$ cat src/rtl/fft_seq_ctrl.sv
// fft_seq_ctrl -- address/enable sequencer for an in-place radix-2 DIF FFT
// over N = 2**LOG2N points, driving one external butterfly PE.
//
// Optional feature macro: FFT_SEQ_INVERSE_EN
//   defined   : inverse is latched on an accepted start, and tf_conj follows it
//               on every read cycle.
//   undefined : inverse is ignored and tf_conj is tied low.
//
// Ports:
//   Clk, Reset_n          clock (rising edge), async active-low reset
//   start, inverse, hold  start pulse, inverse request, whole-block stall
//   busy, done            transform in progress / sticky completion flag
//   stage, last_stage     current stage index, final-stage hint (while busy)
//   rd_en, rd_addr_a/b    butterfly operand read request and addresses
//   tf_addr, tf_conj      twiddle ROM index and conjugate select, aligned with rd_en
//   wr_en, wr_addr_a/b    write-back, PIPE_LAT non-held cycles after the read
module fft_seq_ctrl #(
    parameter int LOG2N    = 8,
    parameter int PIPE_LAT = 2,
    parameter int AW       = LOG2N
) (
    input  logic          Clk,
    input  logic          Reset_n,
    input  logic          start,
    input  logic          inverse,
    input  logic          hold,
    output logic          busy,
    output logic          done,
    output logic [3:0]    stage,
    output logic          rd_en,
    output logic [AW-1:0] rd_addr_a,
    output logic [AW-1:0] rd_addr_b,
    output logic [AW-2:0] tf_addr,
    output logic          tf_conj,
    output logic          last_stage,
    output logic          wr_en,
    output logic [AW-1:0] wr_addr_a,
    output logic [AW-1:0] wr_addr_b
);

    typedef enum logic [1:0] {IDLE, RUN, DRAIN, FIN} state_e;

    typedef struct packed {
        logic          en;
        logic [AW-1:0] a;
        logic [AW-1:0] b;
    } wb_t;

    state_e        state_q, state_d;
    logic [3:0]    stage_q, stage_d;
    logic [AW-2:0] b_q, b_d;
    logic [3:0]    dcnt_q, dcnt_d;
    logic          busy_q, busy_d;
    logic          done_q, done_d;
    logic          accept;

    logic          rd_en_q, rd_en_d;
    logic [AW-1:0] rd_a_q, rd_a_d, rd_b_q, rd_b_d;
    logic [AW-2:0] tf_q, tf_d;
    wb_t           pipe_q [PIPE_LAT];

    int            sh;
    logic [AW-1:0] span, mask, bw;

    // Control FSM; outputs are registered from the next-state values so that
    // address, twiddle and rd_en all appear together in the issuing cycle.
    always_comb begin
        state_d = state_q;
        stage_d = stage_q;
        b_d     = b_q;
        dcnt_d  = dcnt_q;
        busy_d  = busy_q;
        done_d  = done_q;
        accept  = 1'b0;
        case (state_q)
            IDLE: if (start) begin
                state_d = RUN;
                stage_d = '0;
                b_d     = '0;
                busy_d  = 1'b1;
                done_d  = 1'b0;
                accept  = 1'b1;
            end
            RUN: begin
                if (&b_q) begin
                    state_d = DRAIN;
                    dcnt_d  = '0;
                end else begin
                    b_d = b_q + 1'b1;
                end
            end
            DRAIN: begin
                // Next stage's reads start only once the final write of this
                // stage has left the delay line.
                if (dcnt_q == 4'(PIPE_LAT - 1)) begin
                    if (stage_q == 4'(LOG2N - 1)) begin
                        state_d = FIN;
                        busy_d  = 1'b0;
                    end else begin
                        state_d = RUN;
                        stage_d = stage_q + 4'd1;
                        b_d     = '0;
                    end
                end else begin
                    dcnt_d = dcnt_q + 4'd1;
                end
            end
            FIN: begin
                state_d = IDLE;
                done_d  = 1'b1;
            end
            default: state_d = IDLE;
        endcase
    end

    // Butterfly addressing: span = N >> (s+1) = 1 << sh.
    always_comb begin
        rd_en_d = (state_d == RUN);
        sh      = LOG2N - 1 - int'(stage_d);
        span    = AW'(1) << sh;
        mask    = span - AW'(1);
        bw      = {1'b0, b_d};
        rd_a_d  = '0;
        rd_b_d  = '0;
        tf_d    = '0;
        if (rd_en_d) begin
            rd_a_d = ((bw >> sh) << (sh + 1)) | (bw & mask);
            rd_b_d = rd_a_d + span;
            tf_d   = (b_d & mask[AW-2:0]) << stage_d;
        end
    end

    always_ff @(posedge Clk or negedge Reset_n) begin
        if (!Reset_n) begin
            state_q <= IDLE;
            stage_q <= '0;
            b_q     <= '0;
            dcnt_q  <= '0;
            busy_q  <= 1'b0;
            done_q  <= 1'b0;
            rd_en_q <= 1'b0;
            rd_a_q  <= '0;
            rd_b_q  <= '0;
            tf_q    <= '0;
            for (int i = 0; i < PIPE_LAT; i++) pipe_q[i] <= '0;
        end else if (!hold) begin
            state_q   <= state_d;
            stage_q   <= stage_d;
            b_q       <= b_d;
            dcnt_q    <= dcnt_d;
            busy_q    <= busy_d;
            done_q    <= done_d;
            rd_en_q   <= rd_en_d;
            rd_a_q    <= rd_a_d;
            rd_b_q    <= rd_b_d;
            tf_q      <= tf_d;
            pipe_q[0] <= '{en: rd_en_q, a: rd_a_q, b: rd_b_q};
            for (int i = 1; i < PIPE_LAT; i++) pipe_q[i] <= pipe_q[i-1];
        end
    end

`ifdef FFT_SEQ_INVERSE_EN
    logic conj_q, conj_d, tfc_q;

    always_comb begin
        conj_d = accept ? inverse : conj_q;
    end

    always_ff @(posedge Clk or negedge Reset_n) begin
        if (!Reset_n) begin
            conj_q <= 1'b0;
            tfc_q  <= 1'b0;
        end else if (!hold) begin
            conj_q <= conj_d;
            tfc_q  <= rd_en_d & conj_d;
        end
    end

    assign tf_conj = tfc_q;
`else
    logic unused_inverse;
    assign unused_inverse = inverse;
    assign tf_conj        = 1'b0;
`endif

    assign busy       = busy_q;
    assign done       = done_q;
    assign stage      = stage_q;
    assign last_stage = busy_q && (stage_q == 4'(LOG2N - 1));
    assign rd_en      = rd_en_q;
    assign rd_addr_a  = rd_a_q;
    assign rd_addr_b  = rd_b_q;
    assign tf_addr    = tf_q;
    assign wr_en      = pipe_q[PIPE_LAT-1].en;
    assign wr_addr_a  = pipe_q[PIPE_LAT-1].a;
    assign wr_addr_b  = pipe_q[PIPE_LAT-1].b;

endmodule

$ cat config.mk
export PLATFORM = sky130hd
export DESIGN_NAME = fft_seq_ctrl
export DESIGN_NICKNAME = d
export VERILOG_FILES = /design/src/rtl/fft_seq_ctrl.sv
export SDC_FILE = /design/constraint.sdc
export NUM_CORES = 1
export LEC_CHECK = 0
export CAP_MARGIN = 20
export CORE_MARGIN = 4
export CORE_UTILIZATION = 33
export CTS_CLUSTER_SIZE = 8
export DETAILED_ROUTE_END_ITERATION = 12
export RECOVER_POWER = 100
export SLEW_MARGIN = 20
export SYNTH_ARGS = -nofsm -noshare
export SYNTH_HDL_FRONTEND = slang
export SYNTH_SLANG_ARGS = --single-unit
$ cat constraint.sdc
create_clock -name Clk -period 7.4 [get_ports Clk]
set_clock_uncertainty 0.1 [all_clocks]
set_input_delay 1.48 -clock Clk [delete_from_list [all_inputs] [get_ports Clk]]
set_output_delay 1.48 -clock Clk [all_outputs]
set_load 0.02 [all_outputs]
==> results of run 1 <==
metal layers:
| layer | global-route usage, % | vias to the layer above |
|---|---|---|
| met2 | 24.24 | 129 |
| met5 | 0 | - |
| li1 | - | 1923 |
| met3 | 3.380 | 26 |
| met4 | 5.930 | 0 |
| met1 | 20.37 | 1954 |
synth_stat cells, drive strengths merged (7+ instances only):
library cell / instances / area, µm²
o21ai: 37 / 185.2
ha: 17 / 212.7
nand2: 56 / 210.2
nand3: 7 / 52.55
nor3: 15 / 75.07
o31ai: 9 / 67.56
nor2: 35 / 133.9
a22o: 11 / 96.34
a21oi: 24 / 127.6
a31oi: 12 / 75.07
mux2: 41 / 461.7
clkbuf: 24 / 90.09
dfrtp: 77 / 1927
xnor2: 7 / 61.31
buf: 23 / 160.2
inv: 15 / 58.81
stage by stage:
| stage | setup WS (ns) | cells | util [%] | power (mW) | hold WS, ns |
|---|---|---|---|---|---|
| detailed placement | 1.008 | 706 | 37.33 | 1.150 | 0.3809 |
| finish | 0.9732 | 722 | 39.24 | 1.555 | 0.3800 |
| global route | 0.4616 | 722 | 39.24 | 1.652 | 0.4099 |
| CTS | 1.353 | 722 | 39.42 | 1.604 | 0.3957 |
| global placement | 1.098 | 706 | 37.33 | 1.135 | 0.3786 |
| floorplan | 2.147 | 511 | - | 0.9458 | 0.3750 |
worst register-to-register path, stage by stage (launching register included):
cell and delay (ns):
dfrtp_1 0.44, inv_1 0.13, ha_1 0.53, inv_2 0.23, or4_4 0.59, nand3_4 0.23
inv_4 0.17, ha_1 0.34, xnor2_1 0.33, nand2_1 0.20, o32a_1 0.39, inv_1 0.08
ha_1 0.22, a21o_1 0.17, a21oi_1 0.21, o21bai_1 0.09, a21oi_1 0.22, o21ai_0 0.21
nor3_1 0.18, o2bb2ai_1 0.16, nor3_1 0.07, o311ai_0 0.31
worst min path at each step:
stage / from / end / slack (ns)
global route: wr_addr_a[3]$_DFFE_PN0N_ / wr_addr_a[3]$_DFFE_PN0N_ / 0.41
CTS: tf_addr[1]$_DFFE_PN0N_ / tf_addr[1]$_DFFE_PN0N_ / 0.40
detailed placement: tf_addr[1]$_DFFE_PN0N_ / tf_addr[1]$_DFFE_PN0N_ / 0.38
finish: tf_addr[1]$_DFFE_PN0N_ / tf_addr[1]$_DFFE_PN0N_ / 0.38
global placement: tf_addr[1]$_DFFE_PN0N_ / tf_addr[1]$_DFFE_PN0N_ / 0.38
floorplan: pipe_q[25]$_DFFE_PN0N_ / wr_addr_a[0]$_DFFE_PN0N_ / 0.37
power breakdown:
part	internal [mW]	switching, mW	total [mW]	leakage, nW
logic	0.222	0.311	0.532	1.40
clock network	0.271	0.174	0.444	0.146
registers	0.511	0.0665	0.578	1.04
cell families after synthesis:
| kind of cell | synth area share (%) |
|---|---|
| flip-flops | 39.62 |
| multiplexers | 10.52 |
| other | 0.07711 |
| AO/OA/AOI/OAI | 21.48 |
| AND/OR/NAND/NOR | 15.36 |
| buffers and inverters | 6.355 |
| XOR/XNOR | 1.801 |
| adder cells (fa/ha/maj) | 4.785 |
flip-flops by register name, summed over array words and instances, names as in the netlist:
| register | flops |
|---|---|
| stage | 4 |
| b_q | 7 |
| busy | 1 |
| wr_en | 1 |
| dcnt_q | 4 |
| rd_addr_a | 8 |
| rd_addr_b | 8 |
| pipe_q | 17 |
| wr_addr_b | 8 |
| rd_en | 1 |
| state_q | 2 |
| wr_addr_a | 8 |
| tf_addr | 7 |
| done | 1 |
area by class of cell:
cell class | count | area (µm²)
clock buffer | 11 | 242.7
clock inverter | 5 | 60.06
fill | 1426 | 8797
inverter | 15 | 58.81
multi-input combinational | 372 | 2624
sequential | 77 | 1927
tap | 184 | 230.2
timing repair buffer | 58 | 539.3
==> results.py, run 1 <==
metrics = {
    "drt": {
        "drt_iter0_markers": 172,
        "wl_met1_mm": 5.454,
        "wl_met2_mm": 5.826,
        "routed_wirelength_mm": 12.28,
        "routed_via_density": 5.584,
        "dr.pass1.iters": 5,
        "num_vias": 4032,
        "wl_met3_um": 660,
        "top_layer_used": "met4",
        "drc": 0,
        "antenna_left": 0,
        "wl_per_cell_um": 17.00,
    },
    "pwr": {
        "irDropWorstVdd_mv": 0.1068,
        "power.leakage_nw": 2.584,
        "powerDensity_nw_per_um2": 273.6,
    },
    "global_route": {
        "grt_pass1_wl_mm": 20.30,
        "grt_overflow": 0,
        "antenna_found_initial": 0,
        "first_global_vias": 3842,
        "grt_max_degree": 78,
        "grt_usage_pct": 15.27,
    },
    "floorplanning": {
        "fp.coreArea_um2": 14480,
        "die_height_um": 129.4,
        "fp.dieArea_um2": 16740,
        "die_w_um": 129.4,
        "ioPinCount": 54,
        "initial_utilization_pct": 33.59,
        "placementRows": 44,
    },
    "critical_path": {
        "crit_path_cell_trace": "dlygate4sd3_1, mux2i_1, nor4_1, or3_1, nor2_1, nand2_1, ha_1, xnor2_1, a21oi_1, o21bai_1, ha_1, a21oi_1, o21bai_1, a21oi_1, o21ai_0, nor3_1, o2bb2ai_1, nor3_1, o311ai_0",
        "critPathLaunchType": "input pin",
        "critPathMaxStageDelay_ns": 0.65,
        "crit_start": "start",
        "arrival_ns": 6.56,
        "cpMostUsedCell": "a21oi_1",
        "rrSetupSlack_ns": 1.67,
        "crit_path_end_kind": "register",
        "cp_max_fo": 7,
        "path_delay_family": "compound AO/OA/AOI/OAI gates",
        "r2r_cells": 21,
        "r2r-start": "state_q[0]$_DFFE_PN0N_",
        "path_buf_inv": 1,
        "required_ns": 7.53,
        "slowest_stage": "dlygate4sd3_1",
        "path_class": "input pin to register",
        "worst-path-stages": 19,
        "worstReg2RegEnd": "rd_addr_b[7]$_DFFE_PN0N_",
        "timing.critical_path.to": "rd_addr_b[7]$_DFFE_PN0N_",
    },
    "cells_and_area": {
        "drive_above_1_share_pct": 14.68,
        "diodes": 0,
        "area_growth_pct": 16.83,
        "final_nets": 556,
        "final_cell_area_um2": 5682,
        "final_common_cell": "dfrtp_1",
        "final_cell_mix": "dfrtp_1 (77), nand2_1 (56), dlygate4sd3_1 (49)",
    },
    "sta": {
        "hold_viol_final": 0,
        "worst_pin_slew_ns": 4.111,
        "min_period_ns": 6.427,
        "tns_ns": 0,
        "maxSlewViolCount": 133,
        "max_freq_mhz": 155.6,
        "rsz0062_at_grt": "false",
        "fin_crit_sh_pct": 86.85,
        "setup_viol": 0,
        "max-slew-margin-rel_pct": -174.1,
    },
    "clock_tree": {
        "cts_sinks": 77,
        "clk_path_buf_depth": 2,
        "cts_root_buffer": "clkbuf_16",
        "postCtsHoldBufs": 0,
        "cts_made_buffers": 9,
        "tritoncts": "yes",
        "path_clk_slew_ns": 0.06,
        "cts_resized": 0,
        "htree_num_levels": 3,
        "post-cts-setup-buffer-count": 0,
        "clock_latency_ns": 0.34,
    },
    "min_path": {
        "holdPathStages": 2,
        "holdCritPathClass": "register to register",
    },
    "yosys": {
        "netlist_instances": 511,
        "synth_edf_count": 0,
        "synth_area_um2": 4863,
        "ys_ff_latch": 77,
        "synth_fp_nets": 534,
        "async_reset_ff_share_pct": 100.0,
        "synthFlopType": "dfrtp_1",
        "ys_types": 79,
        "syn_avg_cell_area_um2": 9.517,
        "yosysSeqAreaShare_pct": 39.62,
        "ys_warn_count": 0,
    },
    "run_status": {
        "violations": "capacitance limit, slew limit",
        "outcome": "finished, violations left",
    },
    "placement": {
        "dpl_cell_area_um2": 5405,
        "place_congestion": 0.9107,
        "place_hpwl_mm": 8.880,
        "port_buffers": 51,
    },
    "flow_run": {
        "cap_violations": 3,
    },
}
Power figures use the tool's default switching activity.
==> inputs of run 2 (changes only) <==
--- a/config.mk
+++ b/config.mk
@@ -5,12 +5,12 @@
 export SDC_FILE = /design/constraint.sdc
 export NUM_CORES = 1
 export LEC_CHECK = 0
-export CAP_MARGIN = 20
-export CORE_MARGIN = 4
+export CORE_MARGIN = 1.5
 export CORE_UTILIZATION = 33
 export CTS_CLUSTER_SIZE = 8
 export DETAILED_ROUTE_END_ITERATION = 12
 export RECOVER_POWER = 100
+export REMOVE_ABC_BUFFERS = 1
 export SLEW_MARGIN = 20
 export SYNTH_ARGS = -nofsm -noshare
 export SYNTH_HDL_FRONTEND = slang
==> run 2 against run 1 <==
Compared with the run above:
- via count is 0.32% lower
- the flow still finishes with violations (capacitance limit, slew limit)
- non-clock buffer count shrank 1
- register-to-register slack worse by 0.12 ns
- critical endpoint unchanged
- die area down 7.6%
==> results.py, run 2 (synthesis results as in run 1) <==
metrics = {
    "run_status": {
        "outcome": "finished, violations left",
        "violations": "capacitance limit, slew limit",
    },
    "global_route": {
        "antenna_found_initial": 0,
        "grt_usage_pct": 16.74,
        "grt_pass1_wl_mm": 20.96,
        "grt_max_degree": 78,
        "first_global_vias": 3959,
        "grt_overflow": 0,
    },
    "critical_path": {
        "crit_path_cell_trace": "dlygate4sd3_1, mux2i_1, nor4_1, or3_1, nor2_1, nand2_1, ha_1, xnor2_1, a21oi_1, o21bai_1, ha_1, a21oi_1, o21bai_1, a21oi_1, o21ai_0, nor3_1, o2bb2ai_1, nor3_1, o311ai_0",
        "cpMostUsedCell": "a21oi_1",
        "arrival_ns": 6.73,
        "crit_path_end_kind": "register",
        "required_ns": 7.52,
        "cp_max_fo": 7,
        "path_class": "input pin to register",
        "slowest_stage": "dlygate4sd3_1",
        "critPathLaunchType": "input pin",
        "critPathMaxStageDelay_ns": 0.65,
    },
    "cells_and_area": {
        "largest_reg_flops": 17,
        "final_common_cell": "dfrtp_1",
        "diodes": 0,
        "fin_util_pct": 39.52,
        "multi_input_area_um2": 2620,
        "final_cell_mix": "dfrtp_1 (77), nand2_1 (56), dlygate4sd3_1 (49)",
        "final_nets": 555,
        "top_register": "pipe_q",
        "area_growth_pct": 17.65,
        "seq_area_um2": 1927,
        "n_fill_cell": 1443,
        "finalNonFillerCells": 720,
        "drive_above_1_share_pct": 14.93,
    },
    "clock_tree": {
        "cts_made_buffers": 9,
        "clock_latency_ns": 0.35,
        "cts_root_buffer": "clkbuf_16",
        "path_clk_slew_ns": 0.06,
        "tritoncts": "yes",
        "cts_resized": 0,
        "postCtsHoldBufs": 0,
        "clk_path_buf_depth": 2,
        "htree_num_levels": 3,
        "cts_sinks": 77,
        "post-cts-setup-buffer-count": 0,
    },
    "drt": {
        "antenna_left": 0,
        "drt_iter0_markers": 258,
        "num_vias": 4019,
        "dr.pass1.iters": 5,
        "wl_per_cell_um": 17.24,
        "routed_wirelength_mm": 12.41,
        "routed_via_density": 5.582,
        "drc": 0,
    },
    "floorplanning": {
        "fp.coreArea_um2": 14480,
        "die_height_um": 124.4,
        "placementRows": 44,
        "initial_utilization_pct": 33.59,
        "ioPinCount": 54,
        "die_w_um": 124.4,
        "fp.dieArea_um2": 15480,
    },
    "placement": {
        "place_hpwl_mm": 8.466,
        "post-place-cells": 705,
        "place_congestion": 0.8924,
        "port_buffers": 51,
    },
    "pwr": {
        "power.leakage_nw": 2.609,
        "total_power_mw": 1.629,
        "irDropWorstVdd_mv": 0.1511,
        "powerDensity_nw_per_um2": 284.6,
    },
    "flow_run": {
        "cap_violations": 2,
    },
    "sta": {
        "worst_pin_slew_ns": 4.128,
        "max_freq_mhz": 151.4,
        "fin_crit_sh_pct": 89.24,
        "setup_viol": 0,
        "rsz0062_at_grt": "false",
        "hold_viol_final": 0,
        "max-slew-margin-rel_pct": -175.2,
        "maxSlewViolCount": 154,
        "tns_ns": 0,
        "min_period_ns": 6.604,
    },
    "min_path": {
        "holdCritPathClass": "register to register",
    },
}
run 2: cell types whose count changed in the layout (fill, tap and decap cells not counted), sizes merged:
cell | previous run | this run
clkinvlp | 1 | 0
bufinv | 1 | 3
buf | 4 | 5
clkbuf | 16 | 13
clkinv | 3 | 1
inv | 15 | 16
run 2: cell type report:
type,count,share of cell area [%]
sequential,77,33.68
clock buffer,10,4.177
clock inverter,5,1.881
inverter,15,1.028
multi-input combinational,372,45.79
timing repair buffer,57,9.425
tap,184,4.024
run 2: worst paths after layout:
check | from | end | slack (ns) | depth (start not counted)
setup / recovery | start | rd_addr_b[7]$_DFFE_PN0N_ | 0.80 | 19
hold / removal | wr_addr_a[7]$_DFFE_PN0N_ | wr_addr_a[7]$_DFFE_PN0N_ | 0.39 | 1
setup reg to reg | state_q[0]$_DFFE_PN0N_ | rd_addr_b[7]$_DFFE_PN0N_ | 1.55 | 20
hold reg to reg | wr_addr_a[7]$_DFFE_PN0N_ | wr_addr_a[7]$_DFFE_PN0N_ | 0.39 | 1
max in group asynchronous | Reset_n | tf_addr[6]$_DFFE_PN0N_ | 2.40 | 1
min in group asynchronous | Reset_n | pipe_q[33]$_DFFE_PN0N_ | 2.49 | 1
run 2: per-layer routing:
| metal | up-vias | global-route usage, % | share of wire [%] |
|---|---|---|---|
| met5 | - | 0 | 0 |
| met4 | 0 | 5.206 | 1.4 |
| met3 | 12 | 3.823 | 4.6 |
| met2 | 116 | 25.92 | 45 |
| met1 | 1979 | 23.25 | 49 |
| li1 | 1912 | - | - |
run 2: critical path, delay by kind of cell:
kind	cells	cell delay (ns)
simple gates	6	1.50
compound gates	8	1.89
mux	1	0.42
xor+xnor	1	0.16
buf+inv	1	0.65
fa+ha+maj	2	0.62
run 2: power by group:
part	switching, mW	total, mW	internal (mW)
Clock	0.177	0.516	0.338
Combinational	0.309	0.531	0.222
Sequential	0.0711	0.582	0.511
run 2: metrics by stage:
stage          setup WS (ns)  hold slack [ns]  instance area [µm²]
3_3_place_gp          0.8362           0.3818                 5404
4_1_cts                1.121           0.4039                 5751
2_1_floorplan          1.946           0.3749                 4613
5_1_grt               0.3383           0.4088                 5722
3_5_place_dp          0.8065           0.3895                 5404
6_report              0.7965           0.3947                 5722
==> inputs of run 3 (changes only) <==
--- a/config.mk
+++ b/config.mk
@@ -9,6 +9,7 @@
 export CORE_UTILIZATION = 33
 export CTS_CLUSTER_SIZE = 8
 export DETAILED_ROUTE_END_ITERATION = 12
+export PLACE_DENSITY = 0.6
 export RECOVER_POWER = 100
 export REMOVE_ABC_BUFFERS = 1
 export SLEW_MARGIN = 20
==> results of run 3 <==
Final layout, timing and power as in run 2 (identical DEF).
